===== config.mk =====
export PLATFORM = sky130hd
export DESIGN_NAME = pll_supervisor
export DESIGN_NICKNAME = d
export VERILOG_FILES = /design/src/rtl/clk_pkg.sv /design/src/rtl/sync2.sv /design/src/rtl/pll_supervisor.sv
export SDC_FILE = /design/constraint.sdc
export NUM_CORES = 1
export LEC_CHECK = 0
export CAP_MARGIN = 10
export CELL_PAD_IN_SITES_DETAIL_PLACEMENT = 2
export CELL_PAD_IN_SITES_GLOBAL_PLACEMENT = 2
export CORE_MARGIN = 5
export CORE_UTILIZATION = 35
export DETAILED_ROUTE_END_ITERATION = 6
export PLACE_DENSITY = 0.83
export SLEW_MARGIN = 30
export SYNTH_ARGS = -nofsm -noshare
export SYNTH_HDL_FRONTEND = slang
export SYNTH_SLANG_ARGS = --single-unit

===== constraint.sdc =====
create_clock -name clkin -period 2.75 [get_ports clkin]
set_input_delay 0.55 -clock clkin [delete_from_list [all_inputs] [get_ports clkin]]
set_output_delay 0.55 -clock clkin [all_outputs]
set_load 0.01 [all_outputs]

===== src/rtl/clk_pkg.sv =====
// Shared clocking/reset definitions: supervisor state encoding and 25 MHz timing defaults.
package clk_pkg;

    typedef enum logic [1:0] {
        RESET_PLL = 2'd0,
        WAIT_LOCK = 2'd1,
        STABLE    = 2'd2,
        RUN       = 2'd3
    } pll_sup_state_t;

    // Defaults for a 25 MHz reference clock
    localparam int unsigned RST_CYCLES_25M    = 16;
    localparam int unsigned LOCK_TIMEOUT_25M  = 250000;
    localparam int unsigned STABLE_CYCLES_25M = 2500;
    localparam int unsigned CNT_W_DEF         = 8;

    function automatic int unsigned max3(input int unsigned a, input int unsigned b,
                                         input int unsigned c);
        int unsigned m;
        m = (a > b) ? a : b;
        return (m > c) ? m : c;
    endfunction

endpackage


===== src/rtl/sync2.sv =====
// Two-flop synchronizer for a single asynchronous level; flops clear on reset.
module sync2 (
    input  logic clk_i,
    input  logic rst_i,
    input  logic d_i,
    output logic q_o
);

    logic [1:0] sync_q;

    always_ff @(posedge clk_i or posedge rst_i) begin
        if (rst_i) begin
            sync_q <= 2'b00;
        end else begin
            sync_q <= {sync_q[0], d_i};
        end
    end

    assign q_o = sync_q[1];

endmodule


===== src/rtl/pll_supervisor.sv =====
// PLL lock supervisor and reset sequencer on the reference clock: pulses the PLL reset,
// qualifies lock, releases the system reset, and counts retries and lock losses.
module pll_supervisor
    import clk_pkg::*;
#(
    parameter int unsigned RST_CYCLES    = RST_CYCLES_25M,
    parameter int unsigned LOCK_TIMEOUT  = LOCK_TIMEOUT_25M,
    parameter int unsigned STABLE_CYCLES = STABLE_CYCLES_25M,
    parameter int unsigned CNT_W         = CNT_W_DEF
) (
    input  logic             clkin,
    input  logic             reset,
    input  logic             locked,
    input  logic             clear_counts,
    output logic             pll_rst,
    output logic             sys_rst,
    output logic             ready,
    output logic [CNT_W-1:0] loss_count,
    output logic [CNT_W-1:0] retry_count
);

    localparam int unsigned TMR_MAX = max3(RST_CYCLES, LOCK_TIMEOUT, STABLE_CYCLES);
    localparam int unsigned TMR_W   = $clog2(TMR_MAX + 1);

    localparam logic [TMR_W-1:0] RST_END  = TMR_W'(RST_CYCLES - 1);
    localparam logic [TMR_W-1:0] LOCK_END = TMR_W'(LOCK_TIMEOUT - 1);
    localparam logic [TMR_W-1:0] STB_END  = TMR_W'(STABLE_CYCLES - 1);
    localparam logic [CNT_W-1:0] CNT_MAX  = '1;

    pll_sup_state_t   state_q, state_d;
    logic [TMR_W-1:0] tmr_q, tmr_d;
    logic [CNT_W-1:0] loss_q, loss_d;
    logic [CNT_W-1:0] retry_q, retry_d;
    logic             pll_rst_q, sys_rst_q, ready_q;
    logic             lock_s;
    logic             loss_inc, retry_inc;

    sync2 u_lock_sync (
        .clk_i (clkin),
        .rst_i (reset),
        .d_i   (locked),
        .q_o   (lock_s)
    );

    // Next state, shared timer and saturating event counters
    always_comb begin
        state_d   = state_q;
        loss_inc  = 1'b0;
        retry_inc = 1'b0;

        case (state_q)
            RESET_PLL: begin
                if (tmr_q == RST_END) begin
                    state_d = WAIT_LOCK;
                end
            end
            WAIT_LOCK: begin
                if (lock_s) begin
                    state_d = STABLE;
                end else if (tmr_q == LOCK_END) begin
                    state_d   = RESET_PLL;
                    retry_inc = 1'b1;
                end
            end
            STABLE: begin
                if (!lock_s) begin
                    state_d = WAIT_LOCK;
                end else if (tmr_q == STB_END) begin
                    state_d = RUN;
                end
            end
            RUN: begin
                if (!lock_s) begin
                    state_d  = RESET_PLL;
                    loss_inc = 1'b1;
                end
            end
            default: begin
                state_d = RESET_PLL;
            end
        endcase

        // Timer restarts on every state entry; it idles in RUN where nothing is timed
        if (state_d != state_q) begin
            tmr_d = '0;
        end else if (state_q == RUN) begin
            tmr_d = tmr_q;
        end else begin
            tmr_d = tmr_q + TMR_W'(1);
        end

        loss_d = loss_q;
        if (loss_inc && (loss_q != CNT_MAX)) begin
            loss_d = loss_q + CNT_W'(1);
        end
        retry_d = retry_q;
        if (retry_inc && (retry_q != CNT_MAX)) begin
            retry_d = retry_q + CNT_W'(1);
        end
        if (clear_counts) begin
            loss_d  = '0;
            retry_d = '0;
        end
    end

    // Outputs are decoded from the next state so they change on the same edge as the state
    always_ff @(posedge clkin or posedge reset) begin
        if (reset) begin
            state_q   <= RESET_PLL;
            tmr_q     <= '0;
            loss_q    <= '0;
            retry_q   <= '0;
            pll_rst_q <= 1'b1;
            sys_rst_q <= 1'b1;
            ready_q   <= 1'b0;
        end else begin
            state_q   <= state_d;
            tmr_q     <= tmr_d;
            loss_q    <= loss_d;
            retry_q   <= retry_d;
            pll_rst_q <= (state_d == RESET_PLL);
            sys_rst_q <= (state_d != RUN);
            ready_q   <= (state_d == RUN);
        end
    end

    assign pll_rst     = pll_rst_q;
    assign sys_rst     = sys_rst_q;
    assign ready       = ready_q;
    assign loss_count  = loss_q;
    assign retry_count = retry_q;

endmodule


# Word-level counts from Yosys, hierarchy flattened
# Index checks and enable logic that the tools add are counted.
# word_totals
regBits	41
mem_count	0
mem_bits_rw	0
elab_cells	47
latch_bits	0
rom_bits	0
# classes
n_bitwise	0
add_sub_neg	3
reduce_logical	6
multipliers	0
shift	0
eq_ne	12
n_mux	18
div	0
order_cmp	0
# ops
op	n
18-bit 2-to-1 mux	2
8-bit 2-to-1 mux	4
18-bit by 1-bit adder with 18-bit output (second input constant)	1
18-bit by 12-bit == test with 1-bit output (second input constant)	1
18-bit == test (second input constant)	1
18-bit by 4-bit == test with 1-bit output (second input constant)	1
8-bit by 1-bit adder with 8-bit output (second input constant)	2
8-bit inequality test (second input constant)	2
2-bit 2-to-1 mux	6
2-bit one-hot mux with 4 select lines	1
2-bit == test (second input constant)	3
1-bit 2-to-1 mux	5
2-bit logical NOT	2
2-bit inequality test (second input constant)	2
2-bit nonzero test	2
2-bit by 1-bit == test with 1-bit output (second input constant)	1
1-bit logical AND	2
2-bit inequality test	1

# Logic depth before layout (Yosys ltp)
# Gate-level depths: netlist of run 1.
# depth
ltp_word	7
ltp_mapped	8

# By module
# From an unflattened synthesis of run 1, not the netlist that was laid out.
# unflattened
cells_unflattened	229
hier_area_um2	2205.9
# by_module_without_submodules
module	cells_each	instances	area_per_inst_um2	seq_area_each_um2
pll_supervisor	226	1	2152.1	978.4
sync2	3	1	53.8	50.0

# Worst setup path after synthesis of run 1
# No wires, ideal clock.
# synth_timing
path_type	reg2reg
startpoint	register tmr_q[8]
endpoint	register retry_q[5], in the netlist retry_count[5]
n_path_buf	1
stages_incl_launch_ff	7
arrival_ns	2.235
path_slack_ns	0.388
cell_sequence	dfrtp_1 -> or4_4 -> or4_4 -> buf_6 -> nor3_4 -> nand4_1 -> mux2_1
# synth_between
elab_chain_cells	6
# synth_rtl
element	line	source
from (decl)	pll_supervisor.sv:31	logic [TMR_W-1:0] tmr_q, tmr_d;
from (signal assigned)	pll_supervisor.sv:118	tmr_q <= tmr_d;
18-bit == test	pll_supervisor.sv:60	end else if (tmr_q == LOCK_END) begin
1-bit 2-to-1 mux	pll_supervisor.sv:60	
1-bit 2-to-1 mux	pll_supervisor.sv:58	if (lock_s) begin
1-bit 2-to-1 mux	pll_supervisor.sv:51	case (state_q)
1-bit logical AND	pll_supervisor.sv:97	if (retry_inc && (retry_q != CNT_MAX)) begin
2-bit nonzero test (no source line)	n/a	
to (signal assigned)	pll_supervisor.sv:120	retry_q <= retry_d;
to (decl)	pll_supervisor.sv:33	logic [CNT_W-1:0] retry_q, retry_d;
# Every way passes these cells.
# A chain may end at the register's enable or synchronous reset.

# Worst setup path in the final report of run 1
# layout_timing
startpoint	register tmr_q[8]
endpoint	register tmr_q[15]
# layout_between
elab_chain_cells	6
# layout_rtl
element	line	source
18-bit by 12-bit == test with 1-bit output or 18-bit == test (tied branches)	pll_supervisor.sv:68, pll_supervisor.sv:60	
2-bit 2-to-1 mux, on equally long branches	pll_supervisor.sv:68, pll_supervisor.sv:60	
2-bit 2-to-1 mux, on equally long branches	pll_supervisor.sv:66, pll_supervisor.sv:58	
2-bit one-hot mux with 4 select lines	pll_supervisor.sv:51	
2-bit inequality test	pll_supervisor.sv:84	if (state_d != state_q) begin
2-bit inequality test (no source line) or 18-bit 2-to-1 mux (tied branches)	n/a	
# Several ways; a longest one is shown, not always the timed one. The select of a mux whose other input is x is not followed.

==> results.json, run 1 <==
{
  "hold_viol_final": 0,
  "required_ns": 2.94,
  "die_y_um": 88.4,
  "cp-end-kind": "flip-flop",
  "worstReg2RegEnd": "tmr_q[15]$_DFFE_PP0P_",
  "gr-total-overflow": 0,
  "r2r_cells": 6,
  "min_period_ns": 2.50,
  "num_vias": 1749,
  "setup_viol": 0,
  "yosysWarnings": 0,
  "finalSetupTns_ns": 0,
  "cts_tree": "done",
  "ys_ff_latch": 41,
  "holdPathEnd": "u_lock_sync.sync_q[1]$_DFF_PP0_",
  "rows": 28,
  "worstReg2RegStart": "tmr_q[8]$_DFFE_PP0P_",
  "port_buffers": 22,
  "routabilityCongestion": 0.796,
  "clk_latency_ns": 0.30,
  "htreeDepth": 2,
  "ctsResizeCount": 0,
  "switching_power_mw": 0.430,
  "worstPathMaxFanout": 9,
  "dieArea_um2": 7820,
  "seqPwrFrac": 0.524,
  "cap_violations": 0,
  "whs_path_depth": 0,
  "layout-drive-gt1-share": 0.0748,
  "clockBufferDepth": 2,
  "relSlewSlack": 0.510,
  "dp_hpwl_um": 4110,
  "syn-num-nets": 235,
  "cts.sinks": 41,
  "p_leak_nw": 1.06,
  "r2r_setup_slack_ns": 0.25,
  "rsz0062_at_grt": "no",
  "antenna_found_initial": 0,
  "clk_pin_slew_ns": 0.08,
  "clockPowerShare": 0.299,
  "synthCells": 228,
  "instances_no_fill": 329,
  "grt_max_degree": 42,
  "p_sw_frac": 0.309,
  "viasPerCell": 5.32,
  "drc": 0,
  "numCtsBuffers": 5,
  "fin_util": 0.425,
  "synth_seq_area_share": 0.478,
  "finalClockSkew_ns": 0.00959,
  "root_buffer": "clkbuf_8",
  "combinationalPowerShare": 0.177,
  "min_path_type": "reg -> reg",
  "synthesis.area_um2": 2150,
  "grtUsageTotal": 0.158,
  "grt_first_pass_wirelength_um": 9460,
  "worst_pin_slew_ns": 0.731,
  "start_kind": "flip-flop",
  "post-route-period-util": 0.908,
  "clock.fmax_mhz": 400,
  "cts_hold_buf": 0,
  "wire_per_inst_um": 16.7,
  "drt-total-wl_um": 5510,
  "initial_core_util": 0.362,
  "ys_types": 39,
  "fp.coreArea_um2": 5960,
  "outcome": "complete, no violations",
  "p_int_mw": 0.963,
  "antennaDiodeCount": 0,
  "slew_violations": 0,
  "placed_cells": 321,
  "cts_setup_buffers": 0,
  "grt_pass1_vias": 1897,
  "cp.arrival_ns": 2.69,
  "drt_iter0_drc": 85,
  "antenna_left": 0,
  "synth_area_per_cell_um2": 9.44,
  "die_w_um": 88.4,
  "area_delta_synth_final_pct": 17.7,
  "final_nets": 260,
  "firstDrtPassIters": 4,
  "p_per_area_nw_per_um2": 550,
  "criticalPathCategory": "reg -> reg",
  "min_from": "u_lock_sync.sync_q[0]$_DFF_PP0_",
  "boundaryPins": 23,
  "vdd_ir_drop_max_uv": 257
}
[how the worst max path moves through the flow]
stage                    startpoint                    endpoint  slack [ns]
2_1_floorplan  tmr_q[8]$_DFFE_PP0P_  retry_count[5]$_DFFE_PP0P_        0.39
3_3_place_gp   tmr_q[8]$_DFFE_PP0P_       tmr_q[12]$_DFFE_PP0P_        0.26
3_5_place_dp   tmr_q[8]$_DFFE_PP0P_       tmr_q[15]$_DFFE_PP0P_        0.23
4_1_cts        tmr_q[8]$_DFFE_PP0P_       tmr_q[15]$_DFFE_PP0P_        0.22
5_1_grt        tmr_q[8]$_DFFE_PP0P_       tmr_q[15]$_DFFE_PP0P_        0.15
6_report       tmr_q[8]$_DFFE_PP0P_       tmr_q[15]$_DFFE_PP0P_        0.25
[state kept, by name, summed over array words and instances (netlist names)]
| name | count |
|---|---|
| state_q | 2 |
| pll_rst | 1 |
| u_lock_sync.sync_q | 2 |
| loss_count | 8 |
| ready | 1 |
| sys_rst | 1 |
| retry_count | 8 |
| tmr_q | 18 |
[synthesized netlist by cell type]
cell type  number  area share
o21ai_0         7       0.016
and2_1          2      0.0058
xor2_1          6       0.024
nand2b_1        3      0.0087
nor4_1          9       0.026
or4_4           2       0.010
o211ai_1        1      0.0035
clkbuf_2        1      0.0023
a21oi_1         3      0.0070
or3_1           6       0.017
buf_6           3       0.016
and4_2          1      0.0046
clkbuf_1        4      0.0070
ha_1            3       0.017
nand2_1        19       0.033
buf_4           2      0.0070
nor3_4          1      0.0076
dfrtp_1        39        0.45
and3b_1         1      0.0041
nand4b_1        1      0.0041
or4b_2          1      0.0046
nor2_1         42       0.073
o31ai_1         1      0.0035
mux2i_1         2      0.0093
and4_1          1      0.0041
a41o_1          1      0.0046
and2b_1         2      0.0070
a41oi_1         1      0.0041
a311o_1         1      0.0046
nand4_1        11       0.032
mux2_1          1      0.0052
nand3_1         9       0.021
inv_1           7       0.012
dfstp_2         2       0.024
xnor2_1        20       0.081
o21ba_1         1      0.0046
nor3_1          5       0.012
o21ai_1         1      0.0023
and3_1          5       0.015
[per-layer routing]
layer	GRT usage	wire length, µm	vias to the layer above
met5	0	0	-
met4	0.0549	63	0
met3	0.0251	119	7
met2	0.273	2810	17
met1	0.199	2510	889
li1	-	-	836
[power groups by stage]
stage	combinational [mW]	clock (mW)	sequential [mW]
3_5_place_dp	0.252	0	0.742
5_1_grt	0.276	0.457	0.745
6_report	0.247	0.416	0.730
3_3_place_gp	0.240	0	0.735
2_1_floorplan	0.204	0	0.697
4_1_cts	0.254	0.433	0.732
[critical path, cell delays in order (launching register included)]
cell      delay [ns]
dfrtp_1         0.45
or4_4           0.55
or4_4           0.60
nor2_1          0.16
nand4b_1        0.36
buf_4           0.23
nor2_1          0.05
[logic make-up after synthesis]
| logic type | synth area share |
|---|---|
| buf+inv | 0.0442 |
| simple gates | 0.290 |
| fa+ha+maj | 0.0174 |
| compound gates | 0.0505 |
| mux | 0.0145 |
| xor+xnor | 0.106 |
| flops | 0.478 |
[cells in the final DEF, fill, tap and decap left out, types with 2 or more instances in the layout]
cell and n:
or3_1 6, nor2_1 42, nand3_1 9, xnor2_1 20
dfrtp_1 39, nand4_1 11, o21ai_0 7, nor4_1 9
xor2_1 6, and2b_1 2, nand2b_1 3, and2_1 2
clkbuf_1 2, and3_1 5, mux2i_1 2, dfstp_2 2
nand2_1 19, a21oi_1 3, inv_1 7, or4_4 2
nor3_1 5, clkbuf_8 6, clkdlybuf4s50_1 22, buf_4 6
ha_1 3
[through the flow]
step	power, mW	instance area [µm²]	setup slack (ns)	hold slack [ns]
floorplan	0.901	2150	0.388	0.331
global placement	0.974	2440	0.257	0.332
detailed placement	0.994	2440	0.235	0.337
CTS	1.42	2530	0.222	0.356
global route	1.48	2530	0.154	0.359
finish	1.39	2530	0.253	0.354
[area by class of cell]
| type | instances | area [µm²] |
|---|---|---|
| inverter | 7 | 26.3 |
| fill | 673 | 3420 |
| multi-input combinational | 170 | 1030 |
| sequential | 41 | 1030 |
| tap | 75 | 93.8 |
| clock buffer | 8 | 90.1 |
| timing repair buffer | 28 | 265 |
(Power assumes the default switching activity.)
==> inputs of run 2 (changes only) <==
--- a/config.mk
+++ b/config.mk
@@ -10,6 +10,7 @@
 export CELL_PAD_IN_SITES_GLOBAL_PLACEMENT = 2
 export CORE_MARGIN = 5
 export CORE_UTILIZATION = 35
+export CTS_CLUSTER_SIZE = 28
 export DETAILED_ROUTE_END_ITERATION = 6
 export PLACE_DENSITY = 0.83
 export SLEW_MARGIN = 30
==> results of run 2 <==
The final DEF is identical to that of run 1; final timing and power are the same.
